===== src/rtl/apb_bridge_pkg.sv =====
// Shared types for the APB width and clock bridges.
package apb_bridge_pkg;

   localparam int unsigned UP_DATA_WIDTH   = 64;
   localparam int unsigned DOWN_DATA_WIDTH = 32;
   localparam int unsigned UP_STRB_WIDTH   = UP_DATA_WIDTH / 8;
   localparam int unsigned DOWN_STRB_WIDTH = DOWN_DATA_WIDTH / 8;
   localparam int unsigned BEAT_OFFSET     = DOWN_STRB_WIDTH;

   typedef enum logic [2:0] {
      ST_IDLE      = 3'd0,
      ST_LO_SETUP  = 3'd1,
      ST_LO_ACCESS = 3'd2,
      ST_HI_SETUP  = 3'd3,
      ST_HI_ACCESS = 3'd4,
      ST_RESP      = 3'd5
   } apb_bridge_state_e;

   // Upstream request captured at accept time.
   typedef struct packed {
      logic                     write;
      logic [UP_DATA_WIDTH-1:0] wdata;
      logic [UP_STRB_WIDTH-1:0] strb;
   } up_req_t;

   function automatic logic beat_empty(input logic [DOWN_STRB_WIDTH-1:0] strb);
      return strb == '0;
   endfunction

endpackage


===== src/rtl/apb_x64_to_x32_bridge_if.sv =====
// APB bus bundle; the requester side also forwards clock and reset downstream.
interface apb_x64_to_x32_bridge_if #(
   parameter int unsigned ADDR_WIDTH = 32,
   parameter int unsigned DATA_WIDTH = 32
);
   localparam int unsigned STRB_WIDTH = DATA_WIDTH / 8;

   logic                  pclk;
   logic                  preset_n;
   logic                  psel;
   logic                  penable;
   logic                  pwrite;
   logic [ADDR_WIDTH-1:0] paddr;
   logic [DATA_WIDTH-1:0] pwdata;
   logic [STRB_WIDTH-1:0] pstrb;
   logic [2:0]            pprot;
   logic                  pwakeup;
   logic                  pauser;
   logic                  pwuser;
   logic                  pready;
   logic [DATA_WIDTH-1:0] prdata;
   logic                  pslverr;

   modport completer (
      input  pclk, preset_n, psel, penable, pwrite, paddr, pwdata, pstrb,
             pprot, pwakeup, pauser, pwuser,
      output pready, prdata, pslverr
   );

   modport requester (
      output pclk, preset_n, psel, penable, pwrite, paddr, pwdata, pstrb,
             pprot, pwakeup, pauser, pwuser,
      input  pready, prdata, pslverr
   );

endinterface


===== src/rtl/apb_x64_to_x32_bridge.sv =====
// Splits each 64-bit APB transfer into low/high 32-bit APB beats and merges
// the responses back into one 64-bit completion.
module apb_x64_to_x32_bridge
   import apb_bridge_pkg::*;
#(
   parameter bit SKIP_EMPTY_STROBE = 1'b1,
   parameter bit ABORT_ON_ERROR    = 1'b1
) (
   apb_x64_to_x32_bridge_if.completer apb_up,
   apb_x64_to_x32_bridge_if.requester apb_down
);

   localparam int unsigned AW = $bits(apb_up.paddr);

   if ($bits(apb_up.pwdata) != UP_DATA_WIDTH) begin : g_up_width_check
      $error("apb_up DATA_WIDTH must be 64");
   end
   if ($bits(apb_down.pwdata) != DOWN_DATA_WIDTH) begin : g_down_width_check
      $error("apb_down DATA_WIDTH must be 32");
   end
   if ($bits(apb_up.paddr) != $bits(apb_down.paddr)) begin : g_addr_width_check
      $error("apb_up and apb_down ADDR_WIDTH must match");
   end

   logic clk;
   logic rst_n;

   assign clk   = apb_up.pclk;
   assign rst_n = apb_up.preset_n;

   assign apb_down.pclk     = apb_up.pclk;
   assign apb_down.preset_n = apb_up.preset_n;
   assign apb_down.pprot    = '0;
   assign apb_down.pwakeup  = 1'b0;
   assign apb_down.pauser   = 1'b0;
   assign apb_down.pwuser   = 1'b0;

   apb_bridge_state_e            state_q, state_d;
   logic [AW-1:0]                addr_q, addr_d;
   up_req_t                      req_q, req_d;
   logic [UP_DATA_WIDTH-1:0]     rdata_q, rdata_d;
   logic                         err_q, err_d;

   logic                         up_pready_q, up_pready_d;
   logic [UP_DATA_WIDTH-1:0]     up_prdata_q, up_prdata_d;
   logic                         up_pslverr_q, up_pslverr_d;
   logic                         dn_psel_q, dn_psel_d;
   logic                         dn_penable_q, dn_penable_d;
   logic                         dn_pwrite_q, dn_pwrite_d;
   logic [AW-1:0]                dn_paddr_q, dn_paddr_d;
   logic [DOWN_DATA_WIDTH-1:0]   dn_pwdata_q, dn_pwdata_d;
   logic [DOWN_STRB_WIDTH-1:0]   dn_pstrb_q, dn_pstrb_d;

   logic [AW-1:0]                src_addr;
   up_req_t                      src_req;
   logic                         start_lo;
   logic                         start_hi;
   logic                         go_resp;

   // Next-state and next-output decode; beat launches draw on the fresh
   // request in IDLE and on the latched one afterwards.
   always_comb begin
      state_d      = state_q;
      addr_d       = addr_q;
      req_d        = req_q;
      rdata_d      = rdata_q;
      err_d        = err_q;
      up_pready_d  = 1'b0;
      up_prdata_d  = '0;
      up_pslverr_d = 1'b0;
      dn_psel_d    = dn_psel_q;
      dn_penable_d = dn_penable_q;
      dn_pwrite_d  = dn_pwrite_q;
      dn_paddr_d   = dn_paddr_q;
      dn_pwdata_d  = dn_pwdata_q;
      dn_pstrb_d   = dn_pstrb_q;
      src_addr     = addr_q;
      src_req      = req_q;
      start_lo     = 1'b0;
      start_hi     = 1'b0;
      go_resp      = 1'b0;

      unique case (state_q)
         ST_IDLE: begin
            if (apb_up.psel && !apb_up.penable) begin
               src_addr = apb_up.paddr;
               src_req  = '{write: apb_up.pwrite, wdata: apb_up.pwdata, strb: apb_up.pstrb};
               addr_d   = src_addr;
               req_d    = src_req;
               rdata_d  = '0;
               err_d    = 1'b0;
               if (src_addr[2:0] != 3'b000) begin
                  err_d   = 1'b1;
                  go_resp = 1'b1;
               end else if (src_req.write && (src_req.strb == '0)) begin
                  go_resp = 1'b1;
               end else if (src_req.write && SKIP_EMPTY_STROBE &&
                            beat_empty(src_req.strb[DOWN_STRB_WIDTH-1:0])) begin
                  start_hi = 1'b1;
               end else begin
                  start_lo = 1'b1;
               end
            end
         end
         ST_LO_SETUP: begin
            state_d      = ST_LO_ACCESS;
            dn_penable_d = 1'b1;
         end
         ST_LO_ACCESS: begin
            if (apb_down.pready) begin
               if (!req_q.write) rdata_d[DOWN_DATA_WIDTH-1:0] = apb_down.prdata;
               err_d = err_q | apb_down.pslverr;
               if (ABORT_ON_ERROR && apb_down.pslverr) begin
                  go_resp = 1'b1;
               end else if (req_q.write && SKIP_EMPTY_STROBE &&
                            beat_empty(req_q.strb[UP_STRB_WIDTH-1:DOWN_STRB_WIDTH])) begin
                  go_resp = 1'b1;
               end else begin
                  start_hi = 1'b1;
               end
            end
         end
         ST_HI_SETUP: begin
            state_d      = ST_HI_ACCESS;
            dn_penable_d = 1'b1;
         end
         ST_HI_ACCESS: begin
            if (apb_down.pready) begin
               if (!req_q.write) rdata_d[UP_DATA_WIDTH-1:DOWN_DATA_WIDTH] = apb_down.prdata;
               err_d   = err_q | apb_down.pslverr;
               go_resp = 1'b1;
            end
         end
         ST_RESP: begin
            state_d = ST_IDLE;
         end
         default: begin
            state_d = ST_IDLE;
         end
      endcase

      if (start_lo) begin
         state_d      = ST_LO_SETUP;
         dn_psel_d    = 1'b1;
         dn_penable_d = 1'b0;
         dn_pwrite_d  = src_req.write;
         dn_paddr_d   = src_addr;
         dn_pwdata_d  = src_req.wdata[DOWN_DATA_WIDTH-1:0];
         dn_pstrb_d   = src_req.strb[DOWN_STRB_WIDTH-1:0];
      end

      // High-beat address wraps at AW bits.
      if (start_hi) begin
         state_d      = ST_HI_SETUP;
         dn_psel_d    = 1'b1;
         dn_penable_d = 1'b0;
         dn_pwrite_d  = src_req.write;
         dn_paddr_d   = AW'(src_addr + AW'(BEAT_OFFSET));
         dn_pwdata_d  = src_req.wdata[UP_DATA_WIDTH-1:DOWN_DATA_WIDTH];
         dn_pstrb_d   = src_req.strb[UP_STRB_WIDTH-1:DOWN_STRB_WIDTH];
      end

      if (go_resp) begin
         state_d      = ST_RESP;
         dn_psel_d    = 1'b0;
         dn_penable_d = 1'b0;
         up_pready_d  = 1'b1;
         up_pslverr_d = err_d;
         up_prdata_d  = req_d.write ? '0 : rdata_d;
      end
   end

   always_ff @(posedge clk or negedge rst_n) begin
      if (!rst_n) begin
         state_q      <= ST_IDLE;
         addr_q       <= '0;
         req_q        <= '0;
         rdata_q      <= '0;
         err_q        <= 1'b0;
         up_pready_q  <= 1'b0;
         up_prdata_q  <= '0;
         up_pslverr_q <= 1'b0;
         dn_psel_q    <= 1'b0;
         dn_penable_q <= 1'b0;
         dn_pwrite_q  <= 1'b0;
         dn_paddr_q   <= '0;
         dn_pwdata_q  <= '0;
         dn_pstrb_q   <= '0;
      end else begin
         state_q      <= state_d;
         addr_q       <= addr_d;
         req_q        <= req_d;
         rdata_q      <= rdata_d;
         err_q        <= err_d;
         up_pready_q  <= up_pready_d;
         up_prdata_q  <= up_prdata_d;
         up_pslverr_q <= up_pslverr_d;
         dn_psel_q    <= dn_psel_d;
         dn_penable_q <= dn_penable_d;
         dn_pwrite_q  <= dn_pwrite_d;
         dn_paddr_q   <= dn_paddr_d;
         dn_pwdata_q  <= dn_pwdata_d;
         dn_pstrb_q   <= dn_pstrb_d;
      end
   end

   assign apb_up.pready    = up_pready_q;
   assign apb_up.prdata    = up_prdata_q;
   assign apb_up.pslverr   = up_pslverr_q;
   assign apb_down.psel    = dn_psel_q;
   assign apb_down.penable = dn_penable_q;
   assign apb_down.pwrite  = dn_pwrite_q;
   assign apb_down.paddr   = dn_paddr_q;
   assign apb_down.pwdata  = dn_pwdata_q;
   assign apb_down.pstrb   = dn_pstrb_q;

endmodule


===== src/flat_wrapper.sv =====
// flat-port wrapper written by rule: the top's interface ports become plain ports
module apb_x64_to_x32_bridge_flat import apb_bridge_pkg::*;
#(
   parameter bit SKIP_EMPTY_STROBE = 1'b1,
   parameter bit ABORT_ON_ERROR    = 1'b1
)
  (apb_up_pclk, apb_up_preset_n, apb_up_psel, apb_up_penable, apb_up_pwrite, apb_up_paddr, apb_up_pwdata, apb_up_pstrb, apb_up_pprot, apb_up_pwakeup, apb_up_pauser, apb_up_pwuser, apb_up_pready, apb_up_prdata, apb_up_pslverr, apb_down_pclk, apb_down_preset_n, apb_down_psel, apb_down_penable, apb_down_pwrite, apb_down_paddr, apb_down_pwdata, apb_down_pstrb, apb_down_pprot, apb_down_pwakeup, apb_down_pauser, apb_down_pwuser, apb_down_pready, apb_down_prdata, apb_down_pslverr);
  apb_x64_to_x32_bridge_if #(.ADDR_WIDTH(32), .DATA_WIDTH(64)) apb_up_i ();
  apb_x64_to_x32_bridge_if #(.ADDR_WIDTH(32), .DATA_WIDTH(32)) apb_down_i ();
  input wire logic [$bits(apb_up_i.pclk)-1:0] apb_up_pclk;
  input wire logic [$bits(apb_up_i.preset_n)-1:0] apb_up_preset_n;
  input wire logic [$bits(apb_up_i.psel)-1:0] apb_up_psel;
  input wire logic [$bits(apb_up_i.penable)-1:0] apb_up_penable;
  input wire logic [$bits(apb_up_i.pwrite)-1:0] apb_up_pwrite;
  input wire logic [$bits(apb_up_i.paddr)-1:0] apb_up_paddr;
  input wire logic [$bits(apb_up_i.pwdata)-1:0] apb_up_pwdata;
  input wire logic [$bits(apb_up_i.pstrb)-1:0] apb_up_pstrb;
  input wire logic [$bits(apb_up_i.pprot)-1:0] apb_up_pprot;
  input wire logic [$bits(apb_up_i.pwakeup)-1:0] apb_up_pwakeup;
  input wire logic [$bits(apb_up_i.pauser)-1:0] apb_up_pauser;
  input wire logic [$bits(apb_up_i.pwuser)-1:0] apb_up_pwuser;
  output wire logic [$bits(apb_up_i.pready)-1:0] apb_up_pready;
  output wire logic [$bits(apb_up_i.prdata)-1:0] apb_up_prdata;
  output wire logic [$bits(apb_up_i.pslverr)-1:0] apb_up_pslverr;
  output wire logic [$bits(apb_down_i.pclk)-1:0] apb_down_pclk;
  output wire logic [$bits(apb_down_i.preset_n)-1:0] apb_down_preset_n;
  output wire logic [$bits(apb_down_i.psel)-1:0] apb_down_psel;
  output wire logic [$bits(apb_down_i.penable)-1:0] apb_down_penable;
  output wire logic [$bits(apb_down_i.pwrite)-1:0] apb_down_pwrite;
  output wire logic [$bits(apb_down_i.paddr)-1:0] apb_down_paddr;
  output wire logic [$bits(apb_down_i.pwdata)-1:0] apb_down_pwdata;
  output wire logic [$bits(apb_down_i.pstrb)-1:0] apb_down_pstrb;
  output wire logic [$bits(apb_down_i.pprot)-1:0] apb_down_pprot;
  output wire logic [$bits(apb_down_i.pwakeup)-1:0] apb_down_pwakeup;
  output wire logic [$bits(apb_down_i.pauser)-1:0] apb_down_pauser;
  output wire logic [$bits(apb_down_i.pwuser)-1:0] apb_down_pwuser;
  input wire logic [$bits(apb_down_i.pready)-1:0] apb_down_pready;
  input wire logic [$bits(apb_down_i.prdata)-1:0] apb_down_prdata;
  input wire logic [$bits(apb_down_i.pslverr)-1:0] apb_down_pslverr;
  assign apb_up_i.pclk = apb_up_pclk;
  assign apb_up_i.preset_n = apb_up_preset_n;
  assign apb_up_i.psel = apb_up_psel;
  assign apb_up_i.penable = apb_up_penable;
  assign apb_up_i.pwrite = apb_up_pwrite;
  assign apb_up_i.paddr = apb_up_paddr;
  assign apb_up_i.pwdata = apb_up_pwdata;
  assign apb_up_i.pstrb = apb_up_pstrb;
  assign apb_up_i.pprot = apb_up_pprot;
  assign apb_up_i.pwakeup = apb_up_pwakeup;
  assign apb_up_i.pauser = apb_up_pauser;
  assign apb_up_i.pwuser = apb_up_pwuser;
  assign apb_up_pready = apb_up_i.pready;
  assign apb_up_prdata = apb_up_i.prdata;
  assign apb_up_pslverr = apb_up_i.pslverr;
  assign apb_down_pclk = apb_down_i.pclk;
  assign apb_down_preset_n = apb_down_i.preset_n;
  assign apb_down_psel = apb_down_i.psel;
  assign apb_down_penable = apb_down_i.penable;
  assign apb_down_pwrite = apb_down_i.pwrite;
  assign apb_down_paddr = apb_down_i.paddr;
  assign apb_down_pwdata = apb_down_i.pwdata;
  assign apb_down_pstrb = apb_down_i.pstrb;
  assign apb_down_pprot = apb_down_i.pprot;
  assign apb_down_pwakeup = apb_down_i.pwakeup;
  assign apb_down_pauser = apb_down_i.pauser;
  assign apb_down_pwuser = apb_down_i.pwuser;
  assign apb_down_i.pready = apb_down_pready;
  assign apb_down_i.prdata = apb_down_prdata;
  assign apb_down_i.pslverr = apb_down_pslverr;
  apb_x64_to_x32_bridge #(.SKIP_EMPTY_STROBE(SKIP_EMPTY_STROBE), .ABORT_ON_ERROR(ABORT_ON_ERROR)) u_core (.apb_up(apb_up_i), .apb_down(apb_down_i));
endmodule

===== config.mk =====
export PLATFORM = sky130hd
export DESIGN_NAME = apb_x64_to_x32_bridge_flat
export DESIGN_NICKNAME = d
export VERILOG_FILES = /design/src/rtl/apb_bridge_pkg.sv /design/src/rtl/apb_x64_to_x32_bridge_if.sv /design/src/rtl/apb_x64_to_x32_bridge.sv /design/src/flat_wrapper.sv
export SDC_FILE = /design/constraint.sdc
export NUM_CORES = 1
export LEC_CHECK = 0
export BUFFER_PORTS_ARGS = -buffer_cell sky130_fd_sc_hd__buf_2
export CORE_MARGIN = 5
export CORE_UTILIZATION = 56
export CTS_BUF_LIST = sky130_fd_sc_hd__clkbuf_8 sky130_fd_sc_hd__clkbuf_16
export CTS_CLUSTER_SIZE = 16
export DETAILED_ROUTE_END_ITERATION = 8
export MAX_ROUTING_LAYER = met4
export PLACE_DENSITY = 0.83
export SETUP_SLACK_MARGIN = 0.3
export SLEW_MARGIN = 15
export SYNTH_ARGS = -nofsm -noshare
export SYNTH_HDL_FRONTEND = slang
export SYNTH_SLANG_ARGS = --single-unit

===== constraint.sdc =====
create_clock -name apb_up_pclk -period 6.5 [get_ports apb_up_pclk]
set_input_delay 1.3 -clock apb_up_pclk [delete_from_list [all_inputs] [get_ports apb_up_pclk]]
set_output_delay 1.3 -clock apb_up_pclk [all_outputs]
set_load 0.02 [all_outputs]

==> impl_metrics.py, run 1 <==
metrics = {
    "critical_path": {
        "worstSetupEndpointType": "primary output",
        "crit_fanout": 2,
        "worstPathArrival_ps": 3640,
        "crit_type": "clk2out",
        "crit_path_max_incr_delay_ps": 150,
        "r2r-start": "u_core.state_q[1]",
        "crit_top_cell": "clkbuf_16",
        "required_ps": 5200,
        "slowest_stage": "buf_2",
        "rrSetupSlack_ps": 2770,
        "cp_num_buf_inv": 3,
        "cp-start-kind": "clock port",
        "worstRegToRegCells": 10,
        "critPathTopFamily": "buffers and inverters",
        "rr_endpoint": "u_core.apb_down.paddr[14]",
        "cp_cell_sequence": "clkbuf_16 -> clkbuf_16 -> buf_2",
    },
    "run": {
        "cap_violations": 0,
    },
    "final_layout": {
        "stdcell_count": 1731,
        "drive_gt1_share_pct": 26.61,
        "fin_nets": 1573,
        "fin_util_pct": 70.00,
        "n_fill_cell": 1612,
        "area_growth_pct": 22.53,
    },
    "die": {
        "rows": 54,
        "ios": 294,
        "die_h_um": 159.4,
        "start_util_pct": 57.13,
        "dieArea_sq_um": 25420,
        "die_w_um": 159.4,
        "coreArea_sq_um": 21890,
    },
    "placed_design": {
        "dp_hpwl_um": 22060,
        "dpl.cell_count": 1664,
        "portBuffers": 281,
        "place_ws_ps": 1815,
        "gp_congestion": 0.9154,
    },
    "min_path": {
        "hold_path_end": "u_core.apb_down.paddr[26]",
        "worstHoldPathType": "reg2reg",
        "min_path_cells": 2,
        "hold_path.startpoint": "u_core.apb_down.paddr[26]",
    },
    "synthesis": {
        "synth_area_sq_um": 12510,
        "yosys.area.top_type": "dfrtp_1",
        "ys_ff_latch": 310,
        "synth_area_leaders": "dfrtp_1, nand2_1, a22o_1, a221o_1, and3_1",
        "synth_top_cell_area_share_pct": 62.02,
        "synth_ff_type": "dfrtp_1",
        "yosysSeqAreaShare_pct": 62.02,
        "synth_edf_count": 0,
        "synth_area_per_cell_sq_um": 10.76,
        "yosys_warnings": 0,
        "synth.distinct_cells": 61,
        "syn_inst": 1162,
        "synthArstFlopShare_pct": 100.0,
    },
    "sta": {
        "hold_viol_final": 0,
        "slew-limit-headroom_pct": 28.20,
        "finalSetupTns_ps": 0,
        "slew_violations": 0,
        "skew_ps": 15.22,
        "tightest_slew_ps": 1077,
        "layout_setup_ws_ps": 1556,
        "setup_viol": 0,
        "rsz0062_at_grt": "no",
    },
    "clock_tree": {
        "path_clk_slew_ps": 60,
        "postCtsSetupRepairBufs": 0,
        "cts_tree": "built",
        "hold_buffers": 0,
        "postCtsResizedCells": 0,
        "clock_latency_ps": 620,
    },
    "global_route": {
        "track_usage_pct": 26.69,
        "gr-total-overflow": 0,
        "grt_pass1_vias": 10160,
        "grt_pass1_wl_um": 54140,
        "grt_max_degree": 101,
        "antenna_found_initial": 4,
    },
    "detailed_routing": {
        "avgRoutedWirePerCell_um": 19.53,
        "drt-total-wl_um": 33810,
        "drc": 0,
        "drt_pass1_iterations": 5,
        "via_per_inst": 5.766,
        "drt-initial-drc-count": 807,
        "num_vias": 9981,
        "postRouteAntennaNets": 0,
    },
    "outcome": {
        "status": "completed",
    },
    "pwr": {
        "leakage_nw": 8.114,
        "peakVddDrop_mv": 0.3268,
        "cellPowerDensity_nw_per_um2": 463.1,
        "report.power.total_mw": 7.096,
    },
}
==> kinds of logic after synthesis <==
logic type	synth area share [%]
buffers and inverters	3.081
multiplexers	2.641
AO/OA/AOI/OAI	11.14
other	0.02998
AND/OR/NAND/NOR	20.00
XOR/XNOR	0.9804
adder cells (fa/ha/maj)	0.1000
flip-flops	62.02
==> where the power goes <==
group	switching, mW	internal (mW)
clock network	0.784	1.17
logic	1.46	0.770
registers	0.313	2.60
==> Yosys cell counts, types with 9 or more instances <==
master      n
nor2_1     40
and2_0     33
inv_1      11
nand4_1    17
clkbuf_1   51
a22o_1     51
a31oi_1     9
xnor2_1     9
buf_1      14
nand3_1    24
nand2_1   310
o21ai_0    14
and3_1     57
nor3_1     18
mux2i_1    24
a21oi_1    24
a221o_1    36
dfrtp_1   310
==> metal layers <==
layer / routed length, um / track usage [%] / share of wire, % / vias to the layer above
li1: - / - / - / 4547
met1: 13550 / 34.40 / 40 / 4915
met2: 16230 / 41.19 / 48 / 445
met3: 3112 / 7.870 / 9.2 / 74
met4: 915 / 8.569 / 2.7 / 0
met5: 0 / - / 0 / -
==> worst max path at each step <==
stage / end / cells after the start / from
4_1_cts: apb_down_pclk / 3 / apb_up_pclk
3_3_place_gp: apb_down_pclk / 1 / apb_up_pclk
6_report: apb_down_pclk / 3 / apb_up_pclk
3_5_place_dp: apb_down_pclk / 1 / apb_up_pclk
5_1_grt: apb_down_pclk / 3 / apb_up_pclk
2_1_floorplan: apb_down_pclk / 1 / apb_up_pclk
==> layout by cell type, fill, tap and decap left out, types with 3 or more instances in the layout <==
cell type	synthesis	layout
a211o_1	3	3
a21o_1	3	3
a21oi_1	24	23
a221o_1	36	36
a22o_1	51	51
a31oi_1	9	9
and2_0	33	33
and2_1	5	5
and3_1	57	57
and4_1	5	5
buf_2	7	280
buf_4	8	17
clkbuf_16	0	37
clkbuf_8	0	8
clkinv_2	0	6
conb_1	1	6
dfrtp_1	310	310
diode_2	0	4
inv_1	11	18
mux2_2	8	8
mux2i_1	24	23
nand2_1	310	309
nand2b_1	5	5
nand3_1	24	24
nand4_1	17	17
nor2_1	40	38
nor3_1	18	16
nor3_2	2	4
nor4_1	7	7
o211ai_1	4	4
o21ai_0	14	14
o31ai_1	7	7
or3_1	5	5
xnor2_1	9	9
xor2_1	5	5
==> per-stage QoR <==
step	instance area, sq um	hold slack [ps]
floorplan	12530	440.3
global placement	14150	452.4
detailed placement	14150	457.5
CTS	15310	471.4
global route	15320	486.9
finish	15320	470.0
==> area by class of cell <==
type	count	area, sq um	share of cell area, %
timing repair buffer	297	1539	10.04
clock buffer	46	1041	6.793
clock inverter	18	128.9	0.8410
multi-input combinational	765	4457	29.08
tap	280	350.3	2.286
inverter	11	41.29	0.2694
sequential	310	7757	50.62
antenna	4	10.01	0.06532
==> flip-flops by register name, indices dropped and copies added, names as in the netlist <==
register / cells
u_core.req_q: 73
u_core.apb_up.prdata: 64
u_core.rdata_q: 64
u_core.addr_q: 32
u_core.apb_down.paddr: 32
u_core.apb_down.pwdata: 32
u_core.apb_down.pstrb: 4
u_core.state_q: 3
u_core.apb_down.penable: 1
u_core.apb_down.psel: 1
u_core.apb_down.pwrite: 1
u_core.apb_up.pready: 1
u_core.apb_up.pslverr: 1
u_core.err_q: 1
==> worst register-to-register path: stages (launching register included) <==
cell and delay (ps):
dfrtp_1 460, or3b_2 620, nor2_4 130, buf_4 450
nand2_1 120, nand2_1 130, ha_1 210, a21boi_0 710
or3b_2 510, xor2_1 150, a21oi_1 160
Power figures use the tool's default switching activity.
==> run 2, diff against run 1 <==
ABC_AREA = 1   (was unset)
CORE_UTILIZATION = 49   (was 56)
PLACE_DENSITY = 0.76   (was 0.83)
clock period = 4.25 ns   (was 6.5 ns; I/O delays follow)
==> impl_metrics.py, run 2 <==
metrics = {
    "outcome": {
        "status": "completed",
    },
    "pwr": {
        "peakVddDrop_mv": 0.3983,
        "leakage_nw": 8.878,
        "switching_power_mw": 4.299,
        "internal_power_mw": 7.235,
        "p_sw_share_pct": 37.27,
        "p_seq_share_pct": 39.3,
        "cellPowerDensity_nw_per_um2": 709.8,
        "combPwrFrac_pct": 33.7,
        "clock_power_share_pct": 27.0,
    },
    "critical_path": {
        "crit_fanout": 2,
        "cp-start-kind": "clock port",
        "rrSetupSlack_ps": 1120,
        "crit_type": "clk2out",
        "worstSetupEndpointType": "primary output",
        "worstPathArrival_ps": 2520,
        "required_ps": 3400,
    },
    "detailed_routing": {
        "drt-total-wl_um": 35660,
        "via_per_inst": 5.084,
        "drt_pass1_iterations": 5,
        "num_vias": 11210,
        "drc": 0,
        "postRouteAntennaNets": 0,
        "avgRoutedWirePerCell_um": 16.17,
        "drt-initial-drc-count": 948,
    },
    "sta": {
        "finalSetupTns_ps": 0,
        "tightest_slew_ps": 893.0,
        "slew_violations": 0,
        "setup_viol": 0,
        "hold_viol_final": 0,
        "skew_ps": 13.64,
        "layout_setup_ws_ps": 884.0,
        "rsz0062_at_grt": "no",
        "slew-limit-headroom_pct": 40.40,
    },
    "synthesis": {
        "synth_area_leaders": "dfrtp_1, nand2_1, inv_1, a21oi_1, nor2_1",
        "yosys_warnings": 0,
        "syn_inst": 1567,
        "synth_top_cell_area_share_pct": 57.98,
        "yosys.area.top_type": "dfrtp_1",
        "synth_most_common_cell": "nand2_1",
        "synth.distinct_cells": 41,
        "ys_top_cells_by_count": "nand2_1, dfrtp_1, inv_1",
        "synthArstFlopShare_pct": 100.0,
        "synth_area_per_cell_sq_um": 8.539,
        "yosysSeqAreaShare_pct": 57.98,
        "ys_ff_latch": 310,
        "synth_ff_type": "dfrtp_1",
        "synth_edf_count": 0,
        "synth_area_sq_um": 13380,
    },
    "clock_tree": {
        "postCtsResizedCells": 0,
        "hold_buffers": 0,
        "clock_latency_ps": 610,
        "postCtsSetupRepairBufs": 0,
        "path_clk_slew_ps": 60,
        "cts_tree": "built",
    },
    "final_layout": {
        "fin_area_sq_um": 16250,
        "drive_gt1_share_pct": 21.66,
        "layout_common_cells": "nand2_1, dfrtp_1, buf_2, inv_1, nor2_1",
        "regMostFlops": "u_core.req_q",
        "mostFrequentLayoutCell": "nand2_1",
        "largest_register_ffs": 73,
        "fin_nets": 1982,
        "area_growth_pct": 21.45,
    },
    "global_route": {
        "track_usage_pct": 23.95,
        "gr-total-overflow": 0,
        "grt_pass1_wl_um": 58150,
        "grt_max_degree": 136,
        "antenna_found_initial": 8,
        "grt_pass1_vias": 11280,
    },
    "die": {
        "coreArea_sq_um": 26950,
        "rows": 60,
        "dieArea_sq_um": 30710,
        "die_w_um": 175.2,
        "die_h_um": 175.2,
        "start_util_pct": 49.65,
        "ios": 294,
    },
    "placed_design": {
        "gp_congestion": 0.9005,
        "place_ws_ps": 808.0,
        "portBuffers": 281,
        "dpl_cell_area_sq_um": 15010,
        "dp_hpwl_um": 24040,
    },
    "min_path": {
        "worstHoldPathType": "in2async",
    },
    "run": {
        "cap_violations": 0,
    },
}
-- run 2: cell types whose count changed after synthesis, sizes merged, moves of 26 or more --
cell / before / now
inv: 11 / 166
and3: 57 / 0
o211ai: 4 / 41
a221o: 36 / 0
a22o: 51 / 0
nand3: 24 / 50
nand2: 310 / 557
a21oi: 24 / 101
nor2: 40 / 129
-- run 2: kinds of logic (layout without fill, tap and decap cells) --
group	count (synthesis)	in the layout	synth area share (%)
compound gates	210	210	9.220
xor+xnor	3	3	0.1964
fa+ha+maj	1	1	0.09350
buf+inv	248	532	7.799
flops	310	310	57.98
other cells	1	14	0.02803
simple gates	794	794	24.69
-- run 2: power groups by stage --
stage | Sequential [mW] | Combinational (mW) | Clock, mW
6_report | 4.53 | 3.89 | 3.11
5_1_grt | 4.65 | 4.40 | 3.33
4_1_cts | 4.53 | 3.91 | 3.18
3_5_place_dp | 4.57 | 3.89 | 0.0220
3_3_place_gp | 4.52 | 3.78 | 0.0220
2_1_floorplan | 4.89 | 2.35 | 0.0275
-- run 2: per-layer routing --
layer	vias up	routed length [um]	global-route usage [%]
li1	5418	-	-
met1	5309	14970	30.82
met2	406	16720	37.60
met3	77	2812	5.690
met4	0	1168	8.216
met5	-	0	-
-- run 2: cell type report --
type / instances / area, sq um
clock buffers: 48 / 1102
multi-input cells: 1014 / 4608
well taps: 341 / 426.7
fillers: 2334 / 10700
flip-flops and latches: 310 / 7757
clock inverters: 16 / 122.6
inverters: 169 / 634.4
diodes: 8 / 20.02
repair buffers: 299 / 1579
-- run 2: path summary, 6_finish.rpt --
check                                     startpoint                   endpoint  depth (start not counted)
setup reg to reg                   u_core.state_q[2]  u_core.apb_down.paddr[24]                         15
min in group apb_up_pclk           apb_up_pwdata[42]           u_core.req_q[50]                          3
hold / removal                       apb_up_preset_n           u_core.req_q[52]                          1
max in group asynchronous            apb_up_preset_n          u_core.rdata_q[3]                          2
setup / recovery                         apb_up_pclk              apb_down_pclk                          3
hold reg to reg            u_core.apb_down.paddr[13]  u_core.apb_down.paddr[13]                          2
-- run 2: metrics by stage --
stage | std cells | util [%] | total power, mW | hold WS [ps]
after floorplan | 1572 | - | 7.267 | 444.9
after global placement | 2134 | 55.70 | 8.326 | 452.2
after detailed placement | 2134 | 55.70 | 8.483 | 463.1
after CTS | 2197 | 60.22 | 11.62 | 213.4
after global routing | 2205 | 60.30 | 12.37 | 216.5
final | 2205 | 60.30 | 11.53 | 184.1
-- run 2: critical path: stages --
cell and delay (ps):
clkbuf_16 120, clkbuf_16 120, buf_2 150
